[src/rtl/io_dma_master.sv]
// Block-copy initiator for the J1 I/O bus: reads 16-bit words from one address
// window and writes them to another, with optional address increment on either side.
module io_dma_master #(
    parameter int unsigned RD_WAIT = 0,
    parameter int unsigned CW      = 8
) (
    input  logic          clk,
    input  logic          rst,
    input  logic          start,
    input  logic          abort,
    input  logic [15:0]   src_addr,
    input  logic [15:0]   dst_addr,
    input  logic [CW-1:0] count,
    input  logic          src_inc,
    input  logic          dst_inc,
    input  logic [15:0]   io_din,
    output logic [15:0]   io_addr,
    output logic          io_rd,
    output logic          io_wr,
    output logic [15:0]   io_dout,
    output logic          busy,
    output logic          done,
    output logic          aborted,
    output logic [CW-1:0] xfer_cnt
);

    localparam int unsigned AW = 16;
    localparam int unsigned DW = 16;
    localparam int unsigned WW = 3;

    typedef enum logic [2:0] {
        S_IDLE  = 3'd0,
        S_READ  = 3'd1,
        S_RGAP  = 3'd2,
        S_WRITE = 3'd3,
        S_WGAP  = 3'd4,
        S_FIN   = 3'd5
    } state_t;

    state_t          r_state,   w_state;
    logic [AW-1:0]   r_src,     w_src;
    logic [AW-1:0]   r_dst,     w_dst;
    logic [CW-1:0]   r_cnt,     w_cnt;
    logic            r_sinc,    w_sinc;
    logic            r_dinc,    w_dinc;
    logic [WW-1:0]   r_wait,    w_wait;
    logic [DW-1:0]   r_data,    w_data;
    logic [CW-1:0]   r_xfer,    w_xfer;
    logic            r_aborted, w_aborted;
    logic [AW-1:0]   r_io_addr, w_io_addr;
    logic [DW-1:0]   r_io_dout, w_io_dout;
    logic            r_io_rd,   w_io_rd;
    logic            r_io_wr,   w_io_wr;
    logic            r_busy,    w_busy;
    logic            r_done,    w_done;

    // State and datapath register
    always_ff @(posedge clk or negedge rst) begin
        if (!rst) begin
            r_state   <= S_IDLE;
            r_src     <= '0;
            r_dst     <= '0;
            r_cnt     <= '0;
            r_sinc    <= 1'b0;
            r_dinc    <= 1'b0;
            r_wait    <= '0;
            r_data    <= '0;
            r_xfer    <= '0;
            r_aborted <= 1'b0;
            r_io_addr <= '0;
            r_io_dout <= '0;
            r_io_rd   <= 1'b0;
            r_io_wr   <= 1'b0;
            r_busy    <= 1'b0;
            r_done    <= 1'b0;
        end else begin
            r_state   <= w_state;
            r_src     <= w_src;
            r_dst     <= w_dst;
            r_cnt     <= w_cnt;
            r_sinc    <= w_sinc;
            r_dinc    <= w_dinc;
            r_wait    <= w_wait;
            r_data    <= w_data;
            r_xfer    <= w_xfer;
            r_aborted <= w_aborted;
            r_io_addr <= w_io_addr;
            r_io_dout <= w_io_dout;
            r_io_rd   <= w_io_rd;
            r_io_wr   <= w_io_wr;
            r_busy    <= w_busy;
            r_done    <= w_done;
        end
    end

    // Next state, datapath updates, and bus outputs decoded from the next state
    always_comb begin
        w_state   = r_state;
        w_src     = r_src;
        w_dst     = r_dst;
        w_cnt     = r_cnt;
        w_sinc    = r_sinc;
        w_dinc    = r_dinc;
        w_wait    = r_wait;
        w_data    = r_data;
        w_xfer    = r_xfer;
        w_aborted = r_aborted;
        w_io_addr = r_io_addr;
        w_io_dout = r_io_dout;
        w_io_rd   = 1'b0;
        w_io_wr   = 1'b0;
        w_busy    = 1'b0;
        w_done    = 1'b0;

        case (r_state)
            S_IDLE: begin
                if (start && !abort) begin
                    w_src     = src_addr;
                    w_dst     = dst_addr;
                    w_cnt     = count;
                    w_sinc    = src_inc;
                    w_dinc    = dst_inc;
                    w_xfer    = '0;
                    w_aborted = 1'b0;
                    w_wait    = '0;
                    w_state   = (count == '0) ? S_FIN : S_READ;
                end
            end
            S_READ: begin
                if (abort) begin
                    w_state   = S_FIN;
                    w_aborted = 1'b1;
                    w_wait    = '0;
                end else if (r_wait == WW'(RD_WAIT)) begin
                    w_data  = io_din;
                    w_src   = r_src + AW'(r_sinc);
                    w_wait  = '0;
                    w_state = S_RGAP;
                end else begin
                    w_wait = r_wait + WW'(1);
                end
            end
            S_RGAP: begin
                if (abort) begin
                    w_state   = S_FIN;
                    w_aborted = 1'b1;
                end else begin
                    w_state = S_WRITE;
                end
            end
            S_WRITE: begin
                // The write has already been driven, so it counts even when aborting
                w_dst  = r_dst + AW'(r_dinc);
                w_xfer = r_xfer + CW'(1);
                if (abort) begin
                    w_state   = S_FIN;
                    w_aborted = 1'b1;
                end else begin
                    w_state = S_WGAP;
                end
            end
            S_WGAP: begin
                if (abort) begin
                    w_state   = S_FIN;
                    w_aborted = 1'b1;
                end else if (r_xfer == r_cnt) begin
                    w_state = S_FIN;
                end else begin
                    w_state = S_READ;
                end
            end
            S_FIN: begin
                w_state = S_IDLE;
            end
            default: begin
                w_state = S_IDLE;
            end
        endcase

        w_io_rd = (w_state == S_READ);
        w_io_wr = (w_state == S_WRITE);
        w_done  = (w_state == S_FIN);
        w_busy  = (w_state != S_IDLE);
        // Address holds through gap and FIN states; the bus idles at zero
        case (w_state)
            S_IDLE:  begin
                w_io_addr = '0;
                w_io_dout = '0;
            end
            S_READ:  w_io_addr = w_src;
            S_WRITE: begin
                w_io_addr = w_dst;
                w_io_dout = w_data;
            end
            default: w_io_addr = r_io_addr;
        endcase
    end

    assign io_addr  = r_io_addr;
    assign io_rd    = r_io_rd;
    assign io_wr    = r_io_wr;
    assign io_dout  = r_io_dout;
    assign busy     = r_busy;
    assign done     = r_done;
    assign aborted  = r_aborted;
    assign xfer_cnt = r_xfer;

endmodule
[config.mk]
export PLATFORM = sky130hd
export DESIGN_NAME = io_dma_master
export DESIGN_NICKNAME = d
export VERILOG_FILES = /design/src/rtl/io_dma_master.sv
export SDC_FILE = /design/constraint.sdc
export NUM_CORES = 1
export LEC_CHECK = 0
export ABC_CLOCK_PERIOD_IN_PS = 2800
export CORE_AREA = 5 5 107 109
export DETAILED_ROUTE_END_ITERATION = 10
export DIE_AREA = 0 0 112 114
export PLACE_DENSITY_LB_ADDON = 0.1
export SETUP_SLACK_MARGIN = 0.15
export SLEW_MARGIN = 10
export SYNTH_ARGS = -nofsm -noshare
export SYNTH_HDL_FRONTEND = slang
export SYNTH_SLANG_ARGS = --single-unit
[constraint.sdc]
create_clock -name clk -period 2.8 [get_ports clk]
set_input_delay 0.42 -clock clk [delete_from_list [all_inputs] [get_ports clk]]
set_output_delay 0.42 -clock clk [all_outputs]
set_load 0.05 [all_outputs]
# Yosys cells after proc, flatten, opt, wreduce, memory -nomap -nowiden
# Cells that the tools add are included.
# word_totals
regBits,109
# op_classes
n_eq_ne,10
reduce_logical,17
muxes,29
n_addsub,4
# ops
operator,n
2-to-1 mux 16 bit,7
case mux 16 bit (2 select lines),3
case mux 16 bit (3 select lines),1
adder 16 x 1 -> 16 bit,2
2-to-1 mux 3 bit,10
case mux 8 bit (2 select lines),1
case mux 3 bit (5 select lines),1
== test 3 x 2 -> 1 bit (second input constant),3
logical NOT 3 bit,3
adder 8 x 1 -> 8 bit (second input constant),1
== test 8 bit,1
logical NOT 8 bit,1
2-to-1 mux 8 bit,1
nonzero test 2 bit,4
== test 3 x 1 -> 1 bit (second input constant),2
== test 3 bit (second input constant),2
case mux 3 bit (2 select lines),1
AND reduction 2 bit,3
nonzero test 3 bit,2
OR reduction 4 bit,1
adder 3 x 1 -> 3 bit (second input constant),1
2-to-1 mux 1 bit,3
AND reduction 3 bit,1
!= test 2 x 1 -> 1 bit (second input constant),1
4 further kinds,4

# Depth between registers and ports, before layout
# logic_depth
ltp_word,6
mapped_depth,9

# Least setup slack after synthesis
# OpenSTA, ideal clock, no wires.
# synth_path
kind,reg-to-reg
startpoint,register r_wait[0]
endpoint,"register r_io_addr[10], in the netlist io_addr[10]"
path_slack_ns,0.306
required_ns,2.706
n_path_buf,0
path_stages_with_launch,9
arrival_time_ns,2.400
cell_sequence,dfrtp_1 inv_1 ha_1 or3b_4 or4_4 or4_1 nand3_1 nand2_1 a221oi_2
# synth_rtl
element,line_no,rtl
start: declaration,46,"logic [WW-1:0] r_wait, w_wait;"
start signal: assignment,83,r_wait <= w_wait;
logical NOT 3 bit,134,end else if (r_wait == WW'(RD_WAIT)) begin
2-to-1 mux 16 bit,134,
2-to-1 mux 16 bit,130,if (abort) begin
case mux 16 bit (2 select lines),115,case (r_state)
named net w_src[10],41,"logic [AW-1:0] r_src, w_src;"
case mux 16 bit (3 select lines),185,case (w_state)
end signal: assignment,87,r_io_addr <= w_io_addr;
end: declaration,50,"logic [AW-1:0] r_io_addr, w_io_addr;"
# The timed path passes the listed nets, and every way through them passes these cells.
# A chain may end at the register's enable or synchronous reset.

# Worst setup path in the final report
# Ends and elaborated chain as after synthesis.

==> flow_metrics.py <==
metrics = {
    "status": {
        "status": "finished clean",
    },
    "timing": {
        "setup_ws_ps": 189,
        "finalHoldViolCount": 0,
        "grt_setup_unrepaired": "true",
        "holdWs_ps": 43.7,
        "maxSlewHeadroom": 0.460,
        "period_share": 0.932,
        "slew_viol_final": 0,
        "setup_viol": 0,
        "finClkSkew_ps": 5.91,
        "worst_slew_pin_slew_ps": 800,
        "max_freq_mhz": 383,
        "fin_crit_ps": 2610,
    },
    "place": {
        "io_buffers": 106,
        "place_ws_ps": -64.1,
        "dp_hpwl_mm": 10.7,
        "dp_cells": 808,
        "dpl-instance-area_mm2": 0.00671,
        "place_congestion": 0.879,
    },
    "power": {
        "leakage_nw": 3.08,
        "ir_worst_vdd_mv": 0.585,
        "p_per_area_mw_per_mm2": 1070,
    },
    "global_routing": {
        "antenna_found_initial": 0,
        "grt_use_total": 0.234,
        "grt_max_degree": 60,
        "overflow": 0,
        "met1_usage": 0.326,
        "grt_pass1_wl_mm": 23.7,
        "busiest_layer": "met2",
        "use_met2": 0.371,
        "grt_pass1_vias": 4602,
        "grtUsageMet3": 0.0467,
    },
    "synthesis": {
        "synth_top_area_frac": 0.520,
        "synth-seq-cells": 109,
        "async_flop_share": 1.00,
        "synth_area_mm2": 0.00524,
        "synthTopCellsByArea": "dfrtp_1 (52%), nand2_1 (10%), a22o_1 (3.5%)",
        "ys_types": 55,
        "synth_area_leader_cell": "dfrtp_1",
        "syn_inst": 554,
        "yosysWarnings": 0,
        "syn-num-nets": 623,
        "synth-edff-count": 0,
        "yosysSeqAreaShare": 0.520,
        "avgSynthCellArea_um2": 9.46,
        "ys.flop_type": "dfrtp_1",
    },
    "hold_path": {
        "hold_path.class": "in -> async",
    },
    "route": {
        "avgViaCountPerCell": 5.76,
        "dr.first_iter.drc_count": 341,
        "final_antenna_net_count": 0,
        "vias": 4753,
        "finalWirelength_mm": 14.7,
        "route.detailed.drc": 0,
        "wl_per_cell_um": 17.8,
        "first_pass_iters": 5,
    },
    "flow_run": {
        "maxCapViolations": 0,
    },
    "floorplan": {
        "fp.coreArea_mm2": 0.0105,
        "pin_count": 107,
        "die_h_um": 114,
        "die-area_mm2": 0.0128,
        "row_count": 38,
        "die_w_um": 112,
        "start_util": 0.499,
    },
    "clock_tree": {
        "clk_pin_slew_ps": 100,
        "cts_root_buf": "clkbuf_8",
        "clock-sinks": 109,
        "cts_buffers": 9,
        "cts_tree": "built",
        "clk_latency_ps": 390,
        "cts_max_level": 3,
        "clockBufferDepth": 2,
    },
    "layout": {
        "post-route-util": 0.663,
        "drive_gt1_frac": 0.105,
        "antenna_cells": 0,
        "syn_to_final_growth_pct": 32.9,
        "regArea_mm2": 0.00273,
        "fill_cells": 868,
        "layout_common_cells": "nand2_1 (141), dfrtp_1 (109), clkdlybuf4s50_1 (105)",
        "layout_commonest_cell": "nand2_1",
        "multi_input_area_mm2": 0.00236,
        "final_cells": 825,
        "final_area_mm2": 0.00696,
        "nNetsFinal": 749,
    },
    "critical_path": {
        "critPathMaxFanout": 4,
        "end_kind": "flip-flop",
        "criticalPathCategory": "reg -> reg",
        "start_kind": "flip-flop",
        "cp.required_ps": 3100,
        "critPathArrivalTime_ps": 2910,
    },
}
-- metrics by stage --
step	setup TNS (ps)	power, W
floorplan	0	0.00483
global placement	-56.9	0.00620
detailed placement	-78.6	0.00628
CTS	0	0.00744
global route	0	0.00790
finish	0	0.00742
-- report_power, final --
part / internal [W] / switching [W]
Clock: 0.000600 / 0.000549
Sequential: 0.00217 / 0.000461
Combinational: 0.00143 / 0.00222
Total: 0.00420 / 0.00323
-- synthesized netlist by cell type, types with 3 or more instances --
master,n
clkbuf_1,23
o21ai_0,31
and2_1,6
a21boi_0,5
or4_1,3
inv_1,15
ha_1,7
a31oi_1,8
a22o_1,21
o311ai_0,11
a221o_1,13
o211ai_1,6
o31ai_1,3
buf_2,4
nand4_1,13
nor2_1,18
xnor2_1,11
a22oi_1,7
nor4_1,8
nand3_1,23
or2_2,4
nor3_1,7
nand2_1,141
and3_1,8
a21oi_1,13
dfrtp_1,109
-- repair_timing --
action	CTS	global route
endpoints found under the setup margin	0	2
hold buffers	0	0
gates resized for setup	0	4
setup buffers	0	1
-- metal layers --
metal / share of wire / wire (um)
met5: 0 / 0
met4: 0.015 / 221
met3: 0.067 / 981
met2: 0.47 / 6940
met1: 0.45 / 6560
-- sequential cells by signal (all words and copies together), names as in the netlist --
register,cells
io_addr,16
io_dout,16
io_rd,1
r_sinc,1
aborted,1
busy,1
r_src,16
r_cnt,8
r_state,3
r_data,16
io_wr,1
done,1
r_wait,3
r_dst,16
xfer_cnt,8
r_dinc,1
-- final cells by class --
type | instances | area share
inverters | 16 | 0.00862
well taps | 140 | 0.0252
flip-flops and latches | 109 | 0.392
repair buffers | 144 | 0.202
clock buffers | 11 | 0.0189
multi-input cells | 400 | 0.338
clock inverters | 5 | 0.0155
-- worst paths after layout --
kind	from	endpoint	slack [ps]	cells past startpoint
setup / recovery	r_wait[0]$_DFFE_PN0P_	io_addr[10]$_DFFE_PN0P_	190	8
hold / removal	rst	io_rd$_DFF_PN0_	40	1
setup reg to reg	r_wait[0]$_DFFE_PN0P_	io_addr[10]$_DFFE_PN0P_	190	8
hold reg to reg	r_data[7]$_DFF_PN0_	r_data[7]$_DFF_PN0_	480	2
max in group asynchronous	rst	r_cnt[7]$_DFFE_PN0P_	2010	2
min in group clk	r_data[7]$_DFF_PN0_	r_data[7]$_DFF_PN0_	480	2
-- critical path, stage by stage (launching register included) --
cell,delay (ps)
dfrtp_1,420
inv_1,70
ha_2,200
or3b_4,390
or4_4,550
or4_1,530
nand3_2,100
nand2_1,70
a221oi_2,210
-- kinds of logic (layout without fill, tap and decap cells) --
family          after synthesis  after routing  synth area share
simple gates                242            242             0.211
fa+ha+maj                     7              7            0.0167
mux                           1              1           0.00191
xor+xnor                     13             13            0.0217
compound gates              137            137             0.195
buf+inv                      45            176            0.0332
flops                       109            109             0.520
No activity file was read; power rests on OpenSTA's default activity.
